`config.mk`:
```
export PLATFORM = sky130hd
export DESIGN_NAME = mod_reg16_4to16
export DESIGN_NICKNAME = d
export VERILOG_FILES = /design/src/rtl/aes_pkg.sv /design/src/rtl/mod_reg16_4to16.sv
export SDC_FILE = /design/constraint.sdc
export NUM_CORES = 1
export LEC_CHECK = 0
export CORE_ASPECT_RATIO = 1.2
export CORE_MARGIN = 5
export CORE_UTILIZATION = 45
export CTS_BUF_LIST = sky130_fd_sc_hd__clkbuf_8
export CTS_CLUSTER_DIAMETER = 50
export CTS_CLUSTER_SIZE = 24
export DETAILED_ROUTE_END_ITERATION = 8
export PLACE_DENSITY_LB_ADDON = 0.12
export SYNTH_ARGS = -nofsm -noshare
export SYNTH_HDL_FRONTEND = slang
export SYNTH_SLANG_ARGS = --single-unit
```
`constraint.sdc`:
```
create_clock -name clk -period 3.55 [get_ports clk]
set_input_delay 1.065 -clock clk [delete_from_list [all_inputs] [get_ports clk]]
set_output_delay 1.065 -clock clk [all_outputs]
set_load 0.01 [all_outputs]
```
`src/rtl/aes_pkg.sv`:
```
// Shared byte/word/block types for the AES datapath blocks.
// Holds no logic, so it adds no latency.
// Used by both the block splitter and the word collector.
package aes_pkg;

  localparam int N     = 16;  // bytes per block
  localparam int NCOLS = 4;   // bytes per word

  typedef logic [7:0]        byte_t;
  typedef byte_t [NCOLS-1:0] word_t;
  typedef byte_t [N-1:0]     block_t;

endpackage

```
`src/rtl/mod_reg16_4to16.sv`:
```
// Collects four 4-byte words into one 16-byte block (inverse of the 16-to-4 splitter).
// Latency: block valid the cycle after the edge that takes the 4th word; 1 block per 5 cycles.
// Backpressure: in_ready = !reg_full; a full block is held until the out_valid/out_ready handshake.
module mod_reg16_4to16
  import aes_pkg::*;
#(
  parameter int N     = aes_pkg::N,
  parameter int NCOLS = aes_pkg::NCOLS
) (
  input  logic                  clk,
  input  logic                  resetn,
  input  logic                  clr,
  input  logic                  in_valid,
  input  logic [NCOLS-1:0][7:0] in_data,
  output logic                  in_ready,
  output logic [N-1:0][7:0]     o,
  output logic                  out_valid,
  input  logic                  out_ready,
  output logic [1:0]            n_wr,
  output logic                  reg_full
);

  localparam int NWORDS = N / NCOLS;

  byte_t [N-1:0] blk;
  logic  [1:0]   cnt;
  logic          full;
  logic          accept;
  logic          take;

  // Handshakes: a word only lands while not full, a block only leaves while full,
  // so the two can never happen on the same edge.
  always_comb begin
    accept = in_valid && !full;
    take   = full && out_ready;
  end

  // Word counter, full flag and assembly storage; clr wins over any handshake.
  always_ff @(posedge clk or negedge resetn) begin
    if (!resetn) begin
      cnt  <= 2'd0;
      full <= 1'b0;
      blk  <= '0;
    end else if (clr) begin
      cnt  <= 2'd0;
      full <= 1'b0;
      blk  <= '0;
    end else if (accept) begin
      for (int w = 0; w < NWORDS; w++) begin
        if (cnt == w[1:0]) begin
          for (int k = 0; k < NCOLS; k++) begin
            blk[w*NCOLS + k] <= in_data[k];
          end
        end
      end
      cnt <= cnt + 2'd1;
      if (cnt == 2'(NWORDS - 1)) begin
        full <= 1'b1;
      end
    end else if (take) begin
      full <= 1'b0;
    end
  end

  // Outputs come straight from registered state, so in_ready never looks at
  // in_valid or out_ready and o cannot change while the block is held.
  always_comb begin
    in_ready  = !full;
    out_valid = full;
    reg_full  = full;
    n_wr      = cnt;
    o         = blk;
  end

endmodule

```
=== Word-level counts from Yosys, hierarchy flattened ===
Index checks and enable logic that the tools add are counted.

* Reductions and logical operators: 15
* Add/sub/neg operators: 1
* Equal/unequal tests: 4
* Muxes and demuxes: 12

{| class="wikitable"
|+ Operator list
! kind !! number
|-
| $mux 128 || 2
|-
| $mux 32 || 4
|-
| $reduce_and 2->1 || 5
|-
| $reduce_bool 2->1 || 5
|-
| $eq 2x2->1 const B || 2
|-
| $mux 1 || 4
|-
| $mux 2 || 2
|-
| $ne 3x2->1 const B || 1
|-
| $reduce_bool 3->1 || 1
|-
| $add 2x1->2 const B || 1
|-
| $eq 2x1->1 const B || 1
|-
| $logic_and 1x1->1 || 2
|-
| $logic_not 2->1 || 1
|-
| $logic_not 1->1 || 1
|}

* Output and inout port bits: 133
* Register bits after elaboration: 131
* Input port bits: 37
* Logic and storage cells: 50

=== Logic depth before layout (Yosys ltp) ===
Gate-level depths: netlist (run 1).

* Word-level depth: 4
* Depth in mapped cells: 7

=== Worst setup path after synthesis (run 1) ===
OpenSTA, ideal clock, no wires.

* Kind: in2reg
* Start point: input port in_valid
* End point: register blk, in the netlist o[10]
* Slack: 1.672 ns
* Stages: 6
* Setup time: 0.139 ns
* Arrival: 1.739 ns
* Required time: 3.411 ns
* Path through: buf_4 -> and3b_1 -> buf_2 -> buf_4 -> nand2_1 -> a21oi_1

* Longest elaborated chain between the ends: 3

{| class="wikitable"
|+ Ends and longest elaborated chain
! item !! line !! text
|-
| from (decl) || mod_reg16_4to16.sv:13 || <nowiki>input logic in_valid,</nowiki>
|-
| $logic_and 1x1->1 || mod_reg16_4to16.sv:34 || <nowiki>accept = in_valid && !full;</nowiki>
|-
| $reduce_bool 2->1 (no source line) || -- ||
|-
| $reduce_and 2->1 (no source line) || -- ||
|-
| to (signal, indexed assignment) || mod_reg16_4to16.sv:52 || <nowiki>blk[w*NCOLS + k] <= in_data[k];</nowiki>
|-
| to (decl) || mod_reg16_4to16.sv:25 || <nowiki>byte_t [N-1:0] blk;</nowiki>
|}

Every way passes these cells.
A chain may end at the register's enable or synchronous reset.

=== Worst setup path in the final report (run 1) ===
* Start point: register full, in the netlist out_valid
* End point: output port reg_full

{| class="wikitable"
|+ RTL lines
! item !! line !! text
|-
| from (decl) || mod_reg16_4to16.sv:27 || <nowiki>logic full;</nowiki>
|-
| from (signal assigned) || mod_reg16_4to16.sv:42 || <nowiki>full <= 1'b0;</nowiki>
|-
| from (signal assigned) || mod_reg16_4to16.sv:46 || <nowiki>full <= 1'b0;</nowiki>
|-
| from (signal assigned) || mod_reg16_4to16.sv:58 || <nowiki>full <= 1'b1;</nowiki>
|-
| to (decl) || mod_reg16_4to16.sv:20 || <nowiki>output logic reg_full</nowiki>
|}

No word-level cell between the ends.

==> results of run 1 <==
## kinds of logic (layout without fill, tap and decap cells)
logic type	count (synthesis)	count (layout)	share of synthesized area, %
AO/OA/AOI/OAI	129	129	15.8
multiplexers	1	1	0.178
flip-flops	131	131	58.2
AND/OR/NAND/NOR	268	268	18.7
buffers and inverters	49	222	6.07
adder cells (fa/ha/maj)	4	4	0.889
XOR/XNOR	1	1	0.156
## synth_stat cells (all sizes together)
library cell / count
a21oi: 129
and3b: 4
buf: 40
clkbuf: 6
dfrtp: 131
ha: 4
inv: 3
mux2i: 1
nand2: 256
nand2b: 1
nand3b: 4
nor2: 2
nor2b: 1
xnor2: 1
## power breakdown
group | switching [W] | internal [W]
Sequential | 0.0000374 | 0.00155
Combinational | 0.000262 | 0.000205
Clock | 0.000615 | 0.000701
## state kept, by name (all words and copies together) (netlist names)
name / cells
n_wr: 2
o: 128
out_valid: 1
## stage by stage
step | util (%) | hold slack, ns | setup WS (ns)
after floorplan | - | 0.555 | 1.67
after global placement | 60.5 | 0.511 | 0.696
after detailed placement | 60.5 | 0.515 | 0.598
after CTS | 63.9 | 0.526 | 0.863
after global routing | 63.9 | 0.538 | 0.795
final | 63.9 | 0.525 | 0.895
## layout make-up
class	instances	area, um^2
multi-input combinational	403	2010
sequential	131	3280
inverter	3	11.3
timing repair buffer	187	1860
clock inverter	15	181
clock buffer	17	234
tap	161	201
fill	1014	4390
## worst paths after layout
check                      depth (start not counted)  slack (ns)                  start                  to
max                                                1        0.90  out_valid$_DFFE_PN0P_            reg_full
min                                                2        0.52      o[24]$_DFFE_PN0P_   o[24]$_DFFE_PN0P_
max reg2reg                                        3        1.71  out_valid$_DFFE_PN0P_  o[114]$_DFFE_PN0P_
min reg2reg                                        2        0.52      o[24]$_DFFE_PN0P_   o[24]$_DFFE_PN0P_
max in group asynchronous                          2        2.09                 resetn   o[35]$_DFFE_PN0P_
min in group asynchronous                          1        0.65                 resetn   o[94]$_DFFE_PN0P_
## routing by layer
| metal | part of all wire [%] | wire length (um) | up-vias | GRT usage [%] |
|---|---|---|---|---|
| met2 | 49 | 7900 | 178 | 34.8 |
| met5 | 0 | 0 | - | 0 |
| met3 | 7.0 | 1130 | 15 | 6.81 |
| li1 | - | - | 2190 | - |
| met4 | 1.1 | 180 | 0 | 6.88 |
| met1 | 43 | 6830 | 2280 | 28.7 |
==> impl_metrics.json, run 1 <==
{
  "final-max-slew-violation-count": 0,
  "cp-end-kind": "output port",
  "tns_ns": 0,
  "cts.path.max_buffers": 2,
  "portBuffers": 169,
  "drt-total-wl_um": 16000,
  "yosys_warnings": 0,
  "synth_area_leaders": "dfrtp_1 58%, nand2_1 17%, a21oi_2 10%",
  "postCtsSetupRepairBufs": 0,
  "cts_resized": 0,
  "cp_num_buf_inv": 1,
  "synthDominantCellAreaShare_pct": 58.2,
  "holdCritPathClass": "reg -> reg",
  "dpl-instance-area_um2": 7360,
  "total_power_w": 0.00337,
  "yosysSeqAreaShare_pct": 58.2,
  "fp.coreArea_um2": 12200,
  "avgSynthCellArea_um2": 9.65,
  "stdcell_count": 917,
  "detail_route.wl_per_cell_um": 17.5,
  "min_period_ns": 2.65,
  "layout.nets": 784,
  "syn_to_final_growth_pct": 38.1,
  "ios": 170,
  "rsz0062_at_grt": "no",
  "yosys.area.top_type": "dfrtp_1",
  "grt_use_total_pct": 21.9,
  "drc_errors": 0,
  "grt.overflow.total": 0,
  "slew_headroom_pct": 46.6,
  "synth_area_um2": 5630,
  "root_buffer": "clkbuf_8",
  "first_global_vias": 4870,
  "path_clk_slew_ns": 0.08,
  "drv_cap": 0,
  "antenna_left": 0,
  "timing.final.crit_share_pct": 74.8,
  "routed_via_density": 5.09,
  "status": "complete, no violations",
  "cts_made_buffers": 17,
  "leakagePower_nw": 3.13,
  "gp_congestion": 0.769,
  "clock_sinks": 131,
  "hold_viol": 0,
  "slowest_stage": "clkdlybuf4s50_1",
  "final_common_cell": "nand2_1",
  "p_per_area_nw_per_um2": 433,
  "synth-seq-cells": 131,
  "required_ns": 2.48,
  "placedCellCount": 885,
  "grt_pass1_wl_um": 26100,
  "die_w_um": 112,
  "syn_nets": 624,
  "firstDrtPassIters": 5,
  "setup_viol": 0,
  "clkLatencyLatePin_ns": 0.42,
  "hpwl_um": 11000,
  "path_delay_family": "buffers and inverters",
  "max-vdd-ir-drop_mv": 0.219,
  "die_h_um": 133,
  "max_stage_delay_ns": 0.62,
  "num_vias": 4663,
  "path_max_fanout": 13,
  "path_cells": "clkdlybuf4s50_1",
  "fin_skew_ns": 0.0103,
  "layout-drive-gt1-share_pct": 15.6,
  "timing.fmax_mhz": 377,
  "drtIter0Drc": 215,
  "syn_inst": 583,
  "num_rows": 44,
  "cts_tree": "built",
  "worstSetupPathType": "reg -> out",
  "initial_utilization_pct": 46.3,
  "ys_types": 20,
  "cts_hold_buf": 0,
  "post-route-cell-area_um2": 7770,
  "grt_max_degree": 60,
  "diodes": 0,
  "die_area_um2": 14900,
  "cts_max_level": 4,
  "crit_arrival_ns": 1.59,
  "worstMarginPinSlew_ns": 0.797,
  "antenna_found_initial": 0,
  "cp-start-kind": "flop",
  "final_cell_mix": "256 x nand2_1, 167 x clkdlybuf4s50_1, 131 x dfrtp_1, 65 x a21oi_2, 64 x a21oi_1"
}
No activity file was read; power rests on OpenSTA's default activity.
==> run 2, diff against run 1 <==
==> constraint.sdc (replaced) <==
create_clock -name clk -period 2.61 [get_ports clk]
set_input_delay 0.783 -clock clk [delete_from_list [all_inputs] [get_ports clk]]
set_output_delay 0.783 -clock clk [all_outputs]
set_load 0.01 [all_outputs]
==> run 2 against run 1 <==
Against the previous run: power increased by 43%; first-iteration DRC count up 23%; clock skew rose by 0.0017 ns; register-to-register slack lost 0.67 ns; hold slack worse by 0.23 ns; sequential power increased by 36%; count of clock-buffer cells in the layout grew 4; core utilization increased by 0.79 points; sequential share of layout area down 0.52 points; final cell count is 0.22% higher; global-route usage fell by 0.20 points; critical path type unchanged; largest cell class unchanged.
==> impl_metrics.json, run 2 (synthesis results as in run 1) <==
{
  "status": "complete, no violations",
  "total_power_w": 0.00481,
  "cp_num_buf_inv": 1,
  "cp-end-kind": "output port",
  "min_period_ns": 2.37,
  "hpwl_um": 11200,
  "crit_arrival_ns": 1.59,
  "max-vdd-ir-drop_mv": 0.357,
  "stdcell_count": 919,
  "cts_resized": 0,
  "required_ns": 1.83,
  "rsz0062_at_grt": "no",
  "firstDrtPassIters": 4,
  "num_rows": 44,
  "ios": 170,
  "timing.hold.ws_ns": 0.294,
  "cts_made_buffers": 17,
  "num_vias": 4737,
  "routed_via_density": 5.15,
  "drtIter0Drc": 264,
  "p_per_area_nw_per_um2": 611,
  "cts_hold_buf": 0,
  "grt.overflow.total": 0,
  "antenna_left": 0,
  "holdCritPathClass": "in -> async",
  "largest_reg_flops": 128,
  "slowest_stage": "clkdlybuf4s50_1",
  "root_buffer": "clkbuf_8",
  "die_area_um2": 14900,
  "fin_skew_ns": 0.0120,
  "cp-start-kind": "flop",
  "antenna_found_initial": 0,
  "first_global_vias": 4890,
  "placedCellCount": 887,
  "diodes": 0,
  "final_cell_mix": "256 x nand2_1, 167 x clkdlybuf4s50_1, 131 x dfrtp_1, 65 x a21oi_2, 64 x a21oi_1",
  "path_max_fanout": 13,
  "path_delay_family": "buffers and inverters",
  "syn_to_final_growth_pct": 39.8,
  "die_h_um": 133,
  "cts.path.max_buffers": 2,
  "timing.fmax_mhz": 421,
  "nFillCells": 1014,
  "die_w_um": 112,
  "clock_sinks": 131,
  "layout.nets": 786,
  "grt_pass1_wl_um": 25700,
  "utilization_pct": 64.7,
  "worstSetupPathType": "reg -> out",
  "path_clk_slew_ns": 0.07,
  "drt-total-wl_um": 16000,
  "leakagePower_nw": 3.20,
  "hold_viol": 0,
  "setup_viol": 0,
  "clkLatencyLatePin_ns": 0.43,
  "portBuffers": 169,
  "cts_tree": "built",
  "drc_errors": 0,
  "grt_use_total_pct": 21.7,
  "grt_max_degree": 62,
  "postCtsSetupRepairBufs": 0,
  "worstMarginPinSlew_ns": 0.468,
  "fp.coreArea_um2": 12200,
  "max_stage_delay_ns": 0.62,
  "cts_max_level": 4,
  "tns_ns": 0,
  "layout-drive-gt1-share_pct": 15.4,
  "initial_utilization_pct": 46.3,
  "final-max-slew-violation-count": 0,
  "drv_cap": 0,
  "gp_congestion": 0.761,
  "timing.final.crit_share_pct": 91.0,
  "slew_headroom_pct": 68.8,
  "path_cells": "clkdlybuf4s50_1",
  "detail_route.wl_per_cell_um": 17.5,
  "final_common_cell": "nand2_1"
}
-- run 2: layout make-up --
type | count | area, um^2 | area share (%)
Clock buffer | 21 | 289 | 3.67
Clock inverter | 11 | 183 | 2.32
Inverter | 3 | 11.3 | 0.143
Multi-Input combinational cell | 403 | 2010 | 25.5
Sequential cell | 131 | 3280 | 41.7
Tap cell | 161 | 201 | 2.56
Timing Repair Buffer | 189 | 1900 | 24.1
-- run 2: through the flow --
stage,worst slack (ns),instance area [um^2]
after floorplan,1.01,5630
after global placement,0.378,7400
after detailed placement,0.293,7400
after CTS,0.216,7870
after global routing,0.151,7870
final,0.235,7870
-- run 2: worst paths after layout --
path | end | startpoint | cells after the start | slack (ns)
max | reg_full | out_valid$_DFFE_PN0P_ | 1 | 0.24
min | o[94]$_DFFE_PN0P_ | resetn | 1 | 0.29
max reg2reg | o[68]$_DFFE_PN0P_ | n_wr[0]$_DFFE_PN0P_ | 6 | 1.04
min reg2reg | o[3]$_DFFE_PN0P_ | o[3]$_DFFE_PN0P_ | 2 | 0.52
max in group asynchronous | o[44]$_DFFE_PN0P_ | resetn | 2 | 1.62
min in group clk | o[3]$_DFFE_PN0P_ | o[3]$_DFFE_PN0P_ | 2 | 0.52
-- run 2: layer usage --
| metal | part of all wire, % | track usage (%) | vias to the layer above |
|---|---|---|---|
| li1 | - | - | 2185 |
| met2 | 50 | 36.1 | 158 |
| met4 | 2.0 | 6.75 | 0 |
| met3 | 6.9 | 7.26 | 21 |
| met5 | 0 | 0 | - |
| met1 | 41 | 26.7 | 2373 |
-- run 2: report_power, final --
group,switching [W],internal [W]
clock,0.000775,0.00123
sequential,0.0000506,0.00211
combinational,0.000358,0.000283
